===== src/rtl/mod_exp_if.sv =====
`default_nettype none
// ============================================================================
// Module   : mod_exp_if
// Brief    : Request/response bundle for the modular exponentiation engine.
//            master = requester (message source), slave = engine.
// Revision : 1.0 - initial release
// ============================================================================
interface mod_exp_if #(
    parameter int WIDTH = 32
);
    localparam int K = 2 * WIDTH;

    logic         start;
    logic [K-1:0] msg;
    logic [K-1:0] exp;
    logic [K-1:0] n;
    logic         busy;
    logic         done;
    logic         err;
    logic [K-1:0] result;

    modport master (
        output start, msg, exp, n,
        input  busy, done, err, result
    );

    modport slave (
        input  start, msg, exp, n,
        output busy, done, err, result
    );
endinterface
`default_nettype wire


===== src/rtl/mod_exp.sv =====
`default_nettype none
// ============================================================================
// Module   : mod_exp
// Brief    : Iterative, multiplier-free modular exponentiation
//            result = msg^exp mod n. Right-to-left square-and-multiply over
//            interleaved shift-add modular multiplication (one bit per cycle).
// Revision : 1.0 - initial release
// ============================================================================
module mod_exp #(
    parameter int WIDTH = 32
) (
    input  wire logic   clk,
    input  wire logic   reset,
    mod_exp_if.slave    bus
);
    localparam int K     = 2 * WIDTH;
    localparam int CNT_W = $clog2(K);
    localparam logic [CNT_W-1:0] C_CNT_MAX = CNT_W'(K - 1);
    localparam logic [K-1:0]     C_ONE     = K'(1);
    localparam logic [K-1:0]     C_TWO     = K'(2);

    typedef enum logic [2:0] {
        S_IDLE = 3'd0,
        S_SCAN = 3'd1,
        S_MUL  = 3'd2,
        S_SQR  = 3'd3,
        S_DONE = 3'd4
    } state_t;

    state_t           r_state;
    logic [K-1:0]     r_base;
    logic [K-1:0]     r_e_sh;
    logic [K-1:0]     r_n;
    logic [K-1:0]     r_acc;
    logic [CNT_W-1:0] r_cnt;
    logic [K-1:0]     r_result;
    logic             r_busy;
    logic             r_done;
    logic             r_err;

    logic             w_reject;
    logic [K-1:0]     w_a;
    logic [K-1:0]     w_b;
    logic             w_bit;
    logic [K:0]       w_n_ext;
    logic [K:0]       w_dbl;
    logic [K:0]       w_red1;
    logic [K:0]       w_add;
    logic [K-1:0]     w_t;

    // Operand screening on the live inputs, used only at acceptance
    assign w_reject = (bus.n < C_TWO) || (bus.msg >= bus.n);

    // One step of the interleaved shift-add modular multiply a*b mod n.
    // In MUL the multiplicand is the running result, in SQR it is the base;
    // neither register changes until the final step, so both stay frozen.
    always_comb begin
        w_a     = (r_state == S_MUL) ? r_result : r_base;
        w_b     = r_base;
        w_bit   = w_b[r_cnt];
        w_n_ext = {1'b0, r_n};
        w_dbl   = {r_acc, 1'b0};
        w_red1  = (w_dbl >= w_n_ext) ? (w_dbl - w_n_ext) : w_dbl;
        w_add   = w_red1 + (w_bit ? {1'b0, w_a} : {(K+1){1'b0}});
        w_t     = (w_add >= w_n_ext) ? K'(w_add - w_n_ext) : w_add[K-1:0];
    end

    // Control FSM and datapath registers with registered outputs
    always_ff @(posedge clk or posedge reset) begin
        if (reset) begin
            r_state  <= S_IDLE;
            r_base   <= '0;
            r_e_sh   <= '0;
            r_n      <= '0;
            r_acc    <= '0;
            r_cnt    <= '0;
            r_result <= '0;
            r_busy   <= 1'b0;
            r_done   <= 1'b0;
            r_err    <= 1'b0;
        end else begin
            r_done <= 1'b0;
            case (r_state)
                S_IDLE: begin
                    if (bus.start) begin
                        r_n    <= bus.n;
                        r_base <= bus.msg;
                        r_busy <= 1'b1;
                        // Rejected requests take the same single SCAN step as
                        // exp = 0 (empty exponent), giving a uniform N = 1.
                        if (w_reject) begin
                            r_err    <= 1'b1;
                            r_result <= '0;
                            r_e_sh   <= '0;
                        end else begin
                            r_err    <= 1'b0;
                            r_result <= C_ONE;
                            r_e_sh   <= bus.exp;
                        end
                        r_state <= S_SCAN;
                    end
                end
                S_SCAN: begin
                    if (r_e_sh == '0) begin
                        r_done  <= 1'b1;
                        r_state <= S_DONE;
                    end else begin
                        r_acc   <= '0;
                        r_cnt   <= C_CNT_MAX;
                        r_state <= r_e_sh[0] ? S_MUL : S_SQR;
                    end
                end
                S_MUL: begin
                    if (r_cnt == '0) begin
                        r_result <= w_t;
                        r_acc    <= '0;
                        r_cnt    <= C_CNT_MAX;
                        r_state  <= S_SQR;
                    end else begin
                        r_acc <= w_t;
                        r_cnt <= r_cnt - 1'b1;
                    end
                end
                S_SQR: begin
                    if (r_cnt == '0) begin
                        r_base  <= w_t;
                        r_e_sh  <= r_e_sh >> 1;
                        r_acc   <= '0;
                        r_state <= S_SCAN;
                    end else begin
                        r_acc <= w_t;
                        r_cnt <= r_cnt - 1'b1;
                    end
                end
                S_DONE: begin
                    r_busy  <= 1'b0;
                    r_state <= S_IDLE;
                end
                default: begin
                    r_busy  <= 1'b0;
                    r_state <= S_IDLE;
                end
            endcase
        end
    end

    assign bus.busy   = r_busy;
    assign bus.done   = r_done;
    assign bus.err    = r_err;
    assign bus.result = r_result;

endmodule
`default_nettype wire


===== src/flat_wrapper.sv =====
// flat-port wrapper written by rule: the top's interface ports become plain ports
module mod_exp_flat 
#(
    parameter int WIDTH = 32
)
  (clk, reset, bus_start, bus_msg, bus_exp, bus_n, bus_busy, bus_done, bus_err, bus_result);
  mod_exp_if #(.WIDTH(WIDTH)) bus_i ();
  input  wire logic clk;
  input  wire logic reset;
  input wire logic [$bits(bus_i.start)-1:0] bus_start;
  input wire logic [$bits(bus_i.msg)-1:0] bus_msg;
  input wire logic [$bits(bus_i.exp)-1:0] bus_exp;
  input wire logic [$bits(bus_i.n)-1:0] bus_n;
  output wire logic [$bits(bus_i.busy)-1:0] bus_busy;
  output wire logic [$bits(bus_i.done)-1:0] bus_done;
  output wire logic [$bits(bus_i.err)-1:0] bus_err;
  output wire logic [$bits(bus_i.result)-1:0] bus_result;
  assign bus_i.start = bus_start;
  assign bus_i.msg = bus_msg;
  assign bus_i.exp = bus_exp;
  assign bus_i.n = bus_n;
  assign bus_busy = bus_i.busy;
  assign bus_done = bus_i.done;
  assign bus_err = bus_i.err;
  assign bus_result = bus_i.result;
  mod_exp #(.WIDTH(WIDTH)) u_core (.clk(clk), .reset(reset), .bus(bus_i));
endmodule

===== config.mk =====
export PLATFORM = sky130hd
export DESIGN_NAME = mod_exp_flat
export DESIGN_NICKNAME = d
export VERILOG_FILES = /design/src/rtl/mod_exp_if.sv /design/src/rtl/mod_exp.sv /design/src/flat_wrapper.sv
export SDC_FILE = /design/constraint.sdc
export NUM_CORES = 2
export LEC_CHECK = 0
export BUFFER_PORTS_ARGS = -buffer_cell sky130_fd_sc_hd__buf_4
export CAP_MARGIN = 20
export CORE_MARGIN = 5
export CORE_UTILIZATION = 41
export CTS_CLUSTER_DIAMETER = 30
export DETAILED_ROUTE_END_ITERATION = 6
export SLEW_MARGIN = 30
export SYNTH_ARGS = -nofsm -noshare
export SYNTH_HDL_FRONTEND = slang
export SYNTH_SLANG_ARGS = --single-unit
export TNS_END_PERCENT = 100

===== constraint.sdc =====
create_clock -name clk -period 35.3 [get_ports clk]
set_input_delay 7.06 -clock clk [delete_from_list [all_inputs] [get_ports clk]]
set_output_delay 7.06 -clock clk [all_outputs]
set_load 0.005 [all_outputs]

# After elaboration in Yosys (flattened, before gate mapping)
# Index checks and enable logic that the tools add are counted.
dict set report totals {
  reg_bits 332
  latchBits 0
  ram_bits 0
  rom_bits 0
  output_inout_bits 67
  wordCells 79
  n_memories 0
}
dict set report op_classes {
  addsub 4
  n_mul 0
  div 0
  order_cmp 5
  eq_ne 8
  n_shift 0
  muxes 34
  n_bitwise 1
  reduce_logical 17
}
# op count
set ops {}
lappend ops {{two-way mux 64 bit} 11}
lappend ops {{one-hot mux 64 bit (2 select lines)} 4}
lappend ops {{>= comparator 65 x 64 -> 1 bit} 2}
lappend ops {{adder 65 x 64 -> 65 bit} 1}
lappend ops {{two-way mux 65 bit} 1}
lappend ops {{subtractor 65 x 64 -> 65 bit} 1}
lappend ops {{>= comparator 64 bit} 1}
lappend ops {{zero test 64 bit} 1}
lappend ops {{< comparator 64 x 2 -> 1 bit, second input constant} 1}
lappend ops {{subtractor 64 bit} 1}
lappend ops {{two-way mux 6 bit} 3}
lappend ops {{one-hot mux 6 bit (3 select lines)} 1}
lappend ops {{two-way mux 3 bit} 4}
lappend ops {{one-hot mux 3 bit (4 select lines)} 1}
lappend ops {{AND reduction 3 bit} 4}
lappend ops {{inequality test 2 bit, second input constant} 4}
lappend ops {{< comparator 6 x 7 -> 1 bit, second input constant} 1}
lappend ops {{two-way mux 1 bit} 7}
lappend ops {{binary-select mux 1 bit (select 6 bit)} 1}
lappend ops {{equality test 3 x 2 -> 1 bit, second input constant} 2}
lappend ops {{zero test 6 bit} 1}
lappend ops {{AND reduction 2 bit} 3}
lappend ops {{nonzero test 2 bit} 3}
lappend ops {{subtractor 6 x 1 -> 6 bit, second input constant} 1}
lappend ops {{9 further kinds} 9}

# Depth between registers and ports, before layout
dict set report logic_depth {
  ltp_word 8
  mapped_depth 42
  ltp_nobuf 36
}

# Worst setup path after synthesis
# Ideal clock, no wire load.
dict set report synth_timing {
  path_kind {input-to-reg}
  from {input port bus_n[49]}
  to {register u_core.r_e_sh[0]}
  setup_ns 0.065
  arrival_ns 9.489
  required_ns 35.235
  path_slack_ns 25.746
  stages 15
  path_buffers 2
  path_cell_list {inv_1 ha_1 a21o_1 a21o_1 a21o_1 a21o_1 a21o_1 a21o_1 a211oi_1 o31ai_1 a41o_1 clkbuf_1 clkbuf_1 o21ai_0 o21a_1}
}
dict set report synth_between {
  elab_chain_cells 5
  word_cells_on_any_way 6
  cone_classes {2 x order compare; 3 x mux; 1 x reduce/logical}
}
# item line_no
set synth_rtl {}
lappend synth_rtl {{start, declared} flat_wrapper.sv:13} ;# input wire logic [$bits(bus_i.n)-1:0] bus_n;
lappend synth_rtl {{< comparator 64 x 2 -> 1 bit or >= comparator 64 bit (tied branches)} mod_exp.sv:52} ;# assign w_reject = (bus.n < C_TWO) || (bus.msg >= bus.n);
lappend synth_rtl {{logical OR 1 bit *} mod_exp.sv:52}
lappend synth_rtl {{two-way mux 64 bit *} mod_exp.sv:91} ;# if (w_reject) begin
lappend synth_rtl {{two-way mux 64 bit *} mod_exp.sv:85} ;# if (bus.start) begin
lappend synth_rtl {{one-hot mux 64 bit (2 select lines) *} mod_exp.sv:83} ;# case (r_state)
lappend synth_rtl {{end signal, assigned} mod_exp.sv:98} ;# r_e_sh <= bus.exp;
lappend synth_rtl {{end signal, assigned} mod_exp.sv:127} ;# r_e_sh <= r_e_sh >> 1;
lappend synth_rtl {{end, declared} mod_exp.sv:32} ;# logic [K-1:0] r_e_sh;
# Mark *: on every way between the ends. The rest lies on a longest branch, timed or not. The select of a mux whose other input is x is not followed.
# A chain may end at the register's enable or synchronous reset.

# Worst setup path after layout
dict set report layout_timing {
  from {register u_core.r_n[10]}
  to {register u_core.r_base[56]}
}
dict set report layout_between {
  elab_chain_cells 7
  word_cells_on_any_way 9
  cone_classes {3 x add/sub; 2 x order compare; 4 x mux}
}
# item line_no
set layout_rtl {}
lappend layout_rtl {{start, declared} mod_exp.sv:33} ;# logic [K-1:0] r_n;
lappend layout_rtl {{start signal, assigned} mod_exp.sv:86} ;# r_n <= bus.n;
lappend layout_rtl {{subtractor 65 x 64 -> 65 bit or >= comparator 65 x 64 -> 1 bit (tied branches)} mod_exp.sv:63} ;# w_red1 = (w_dbl >= w_n_ext) ? (w_dbl - w_n_ext) : w_dbl;
lappend layout_rtl {{two-way mux 65 bit} mod_exp.sv:63}
lappend layout_rtl {{adder 65 x 64 -> 65 bit} mod_exp.sv:64} ;# w_add = w_red1 + (w_bit ? {1'b0, w_a} : {(K+1){1'b0}});
lappend layout_rtl {{subtractor 64 bit or >= comparator 65 x 64 -> 1 bit (tied branches)} mod_exp.sv:65} ;# w_t = (w_add >= w_n_ext) ? K'(w_add - w_n_ext) : w_add[K-1:0];
lappend layout_rtl {{two-way mux 64 bit *} mod_exp.sv:65}
lappend layout_rtl {{two-way mux 64 bit *} mod_exp.sv:125} ;# if (r_cnt == '0) begin
lappend layout_rtl {{one-hot mux 64 bit (2 select lines) *} mod_exp.sv:83}
lappend layout_rtl {{end signal, assigned} mod_exp.sv:87} ;# r_base <= bus.msg;
lappend layout_rtl {{end signal, assigned} mod_exp.sv:126} ;# r_base <= w_t;
lappend layout_rtl {{end, declared} mod_exp.sv:31} ;# logic [K-1:0] r_base;
# Marks and branches as above.

==> flow_summary.json <==
{
  "placement_rows": 99,
  "crit_path_max_incr_delay_ns": 0.85,
  "grt_util_met3_pct": 8.920,
  "setup_slack_ns": 22.21,
  "routabilityCongestion": 1.009,
  "timing.reg2reg.worst_path_depth": 37,
  "critical-path-top-delay-family": "compound AO/OA/AOI/OAI gates",
  "cts.repair.resized": 0,
  "worst_path_max_delay_cell": "a211oi_1",
  "setup-tns-final_ns": 0,
  "hold_path_depth": 2,
  "critPathBufInv": 5,
  "grt_util_all_layers_pct": 30.62,
  "grt_util_met2_pct": 44.62,
  "chipWidth_um": 280.1,
  "worst-endpoint-arrival_ns": 13.59,
  "hold_start": "u_core.bus.busy",
  "cp_data_required_time_ns": 35.80,
  "grt_first_pass_wirelength_um": 185700,
  "post-route-period-util_pct": 37.08,
  "area.growth.synth_to_final_pct": 19.51,
  "design.core.area_mm2": 0.07259,
  "grt_most_used_layer": "met2",
  "syn-mean-instance-area_um2": 7.829,
  "drcViolationCount": 0,
  "total_area_of_sequential_cells_mm2": 0.008309,
  "cap_violations": 0,
  "grt_overflow": 0,
  "worstReg2RegStart": "u_core.r_n[10]",
  "synth_edf_count": 0,
  "setup_viol_count_final": 0,
  "final_design_area_no_fill_mm2": 0.03574,
  "drt_iter0_drc": 3396,
  "worst_skew_pair.late_latency_ns": 0.67,
  "detailed_place_hpwl_um": 95050,
  "r2r-end": "u_core.r_base[56]",
  "worstHoldPathType": "reg -> reg",
  "tritoncts_clock_tree": "done",
  "highest_fanout_seen_on_the_critical_path": 57,
  "min_to": "u_core.bus.busy",
  "layout.filler_cells": 7183,
  "ys_seq_elements": 332,
  "portBuffers": 261,
  "finalNetCount": 4435,
  "r2r_slack_ns": 22.21,
  "num_antenna_cells": 0,
  "cts_inserted_buffers": 92,
  "clk_root_buffer_cell": "clkbuf_16",
  "postCtsSetupRepairBufs": 0,
  "final.setup_skew_ns": 0.04589,
  "finalHoldViolations": 0,
  "fp.dieArea_mm2": 0.07844,
  "maxClockFrequency_mhz": 76.40,
  "worstMarginPinSlew_ns": 1.045,
  "postSynth.topFlopCell": "dfrtp_1",
  "pre_cts_ws_ns": 22.68,
  "dr_total_vias": 30550,
  "postPlaceCellArea_mm2": 0.03255,
  "final.min_clock_period_ns": 13.09,
  "synth_nets": 4276,
  "syn-instance-count": 3820,
  "use_met1_pct": 42.93,
  "grt_setup_unrepaired": "false",
  "floorplan.io_pins": 262,
  "grt_start_max_net_pins": 100,
  "synth_seq_area_share_pct": 27.78,
  "ys_types": 87,
  "synthArstFlopShare_pct": 100.0,
  "setup.worst_path.class": "reg -> reg",
  "die_y_um": 280.1,
  "slew_headroom_pct": 29.93,
  "setup.worst_path.end_class": "flop",
  "h-tree-depth": 3,
  "multiInputGateArea_mm2": 0.02006,
  "clkSinkCount": 332,
  "grt_pass1_vias": 29740,
  "clk_path_buf_depth": 3,
  "layout-drive-gt1-share_pct": 13.82,
  "maxSlewViolCount": 0,
  "antenna_violating_nets_post_route": 0,
  "effective_utilization_at_floorplan_pct": 41.20,
  "dr.pass1.iters": 6,
  "routedWlPerCell_um": 24.82,
  "yosysWarningCount": 0,
  "clk_pin_slew_ns": 0.05,
  "grt_antenna_before_repair": 4,
  "postCtsHoldBufs": 0,
  "startpoint_type": "flop",
  "result_of_the_run": "finished clean",
  "syn_area_mm2": 0.02990,
  "detail_route.vias_per_cell": 6.097,
  "drt-total-wl_um": 124400
}
## worst min-delay path, cell delays in order (launching register included)
cell and delay (ns):
dfrtp_1 0.35, a21oi_1 0.04, nor2_1 0.07
## registers in the layout, indices dropped and copies added (netlist names)
register	flops
u_core.bus.busy	1
u_core.r_n	64
u_core.bus.result	64
u_core.r_state	3
u_core.r_e_sh	64
u_core.r_acc	64
u_core.r_cnt	6
u_core.bus.err	1
u_core.bus.done	1
u_core.r_base	64
## cells by family (layout without fill, tap and decap cells)
family          after synthesis  after routing  share of synthesized area, %
xor+xnor                    175            175                         5.125
compound gates             1399           1399                         28.45
flops                       332            332                         27.78
simple gates               1143           1143                         17.87
buf+inv                     427            659                         5.661
fa+ha+maj                   261            261                         11.00
mux                          83             83                         4.117
## layout by cell type (no fill, tap or decap), types with 8 or more instances in the layout
cell type | Yosys | routed
o31ai_1 | 17 | 17
nand2b_1 | 30 | 30
o21a_1 | 83 | 83
a41oi_1 | 9 | 9
dfrtp_1 | 332 | 331
a221oi_1 | 8 | 8
nand4_1 | 70 | 70
o21ai_0 | 347 | 347
buf_4 | 1 | 293
and2_1 | 12 | 12
a21oi_1 | 378 | 378
a22o_1 | 20 | 20
nor2_1 | 120 | 115
nor2b_1 | 23 | 23
mux2i_2 | 29 | 29
ha_1 | 258 | 258
and3_1 | 48 | 47
clkbuf_16 | 0 | 92
inv_1 | 194 | 193
o21ai_1 | 124 | 123
clkbuf_1 | 208 | 19
xnor2_1 | 104 | 104
nand2_1 | 514 | 508
xor2_1 | 71 | 71
mux2i_1 | 22 | 22
a21boi_0 | 11 | 11
a211oi_1 | 40 | 38
nor4_1 | 46 | 44
o21bai_1 | 41 | 40
nand3_1 | 181 | 180
clkinv_2 | 0 | 15
o211ai_1 | 27 | 27
a31oi_1 | 24 | 24
a22oi_1 | 41 | 41
nor3_1 | 40 | 40
a21o_1 | 156 | 156
or2_2 | 14 | 14
mux4_2 | 20 | 20
or3_1 | 17 | 17
clkbuf_8 | 0 | 18
## worst max path at each step
| stage | startpoint | to | slack [ns] | cells after the start |
|---|---|---|---|---|
| 2_1_floorplan | reset | u_core.bus.busy | 19.04 | 1 |
| 3_3_place_gp | u_core.r_n[10] | u_core.r_base[56] | 22.47 | 37 |
| 3_5_place_dp | u_core.r_n[10] | u_core.r_acc[56] | 22.68 | 37 |
| 4_1_cts | u_core.r_n[10] | u_core.r_base[56] | 22.59 | 37 |
| 5_1_grt | u_core.r_n[10] | u_core.r_base[56] | 21.74 | 36 |
| 6_report | u_core.r_n[10] | u_core.r_base[56] | 22.21 | 37 |
## cell usage after synthesis, types with 20 or more instances
library cell  count  share of area [%]
nand2_1         514                6.5
a21oi_1         378                6.3
o21ai_0         347                5.8
dfrtp_1         332                 28
ha_1            258                 11
clkbuf_1        208                2.6
inv_1           194                2.4
nand3_1         181                3.0
a21o_1          156                3.9
o21ai_1         124                2.1
nor2_1          120                1.5
xnor2_1         104                3.0
o21a_1           83                2.1
xor2_1           71                2.1
nand4_1          70                1.5
and3_1           48                1.0
nor4_1           46               0.96
a22oi_1          41                1.0
o21bai_1         41                1.0
a211oi_1         40                1.0
nor3_1           40               0.67
nand2b_1         30               0.63
mux2i_2          29                1.3
o211ai_1         27               0.68
a31oi_1          24               0.50
nor2b_1          23               0.48
mux2i_1          22               0.74
a22o_1           20               0.59
mux4_2           20                1.5
## cell type report
type	instances	area share, %
Multi-Input combinational cell	3061	56.14
Sequential cell	332	23.25
Clock buffer	129	7.334
Timing Repair Buffer	298	6.428
Tap cell	959	3.357
Inverter	194	2.059
Clock inverter	38	1.435
## per-layer routing
layer / vias to the layer above / wire length, um
met5: - / 31
met4: 4 / 5013
met3: 253 / 13270
met2: 1412 / 51920
met1: 14690 / 54130
li1: 14190 / -
## stage by stage
step / utilization, % / hold slack, ns / std cells
after floorplan: - / 0.4725 / 3820
after global placement: 44.76 / 0.4879 / 4841
after detailed placement: 44.85 / 0.5030 / 4842
after CTS: 49.17 / 0.5126 / 5009
after global routing: 49.24 / 0.5286 / 5011
final: 49.24 / 0.5053 / 5011
Power is not shown: default switching activity piles up to over one toggle a cycle in this logic, so the estimate is an artifact.
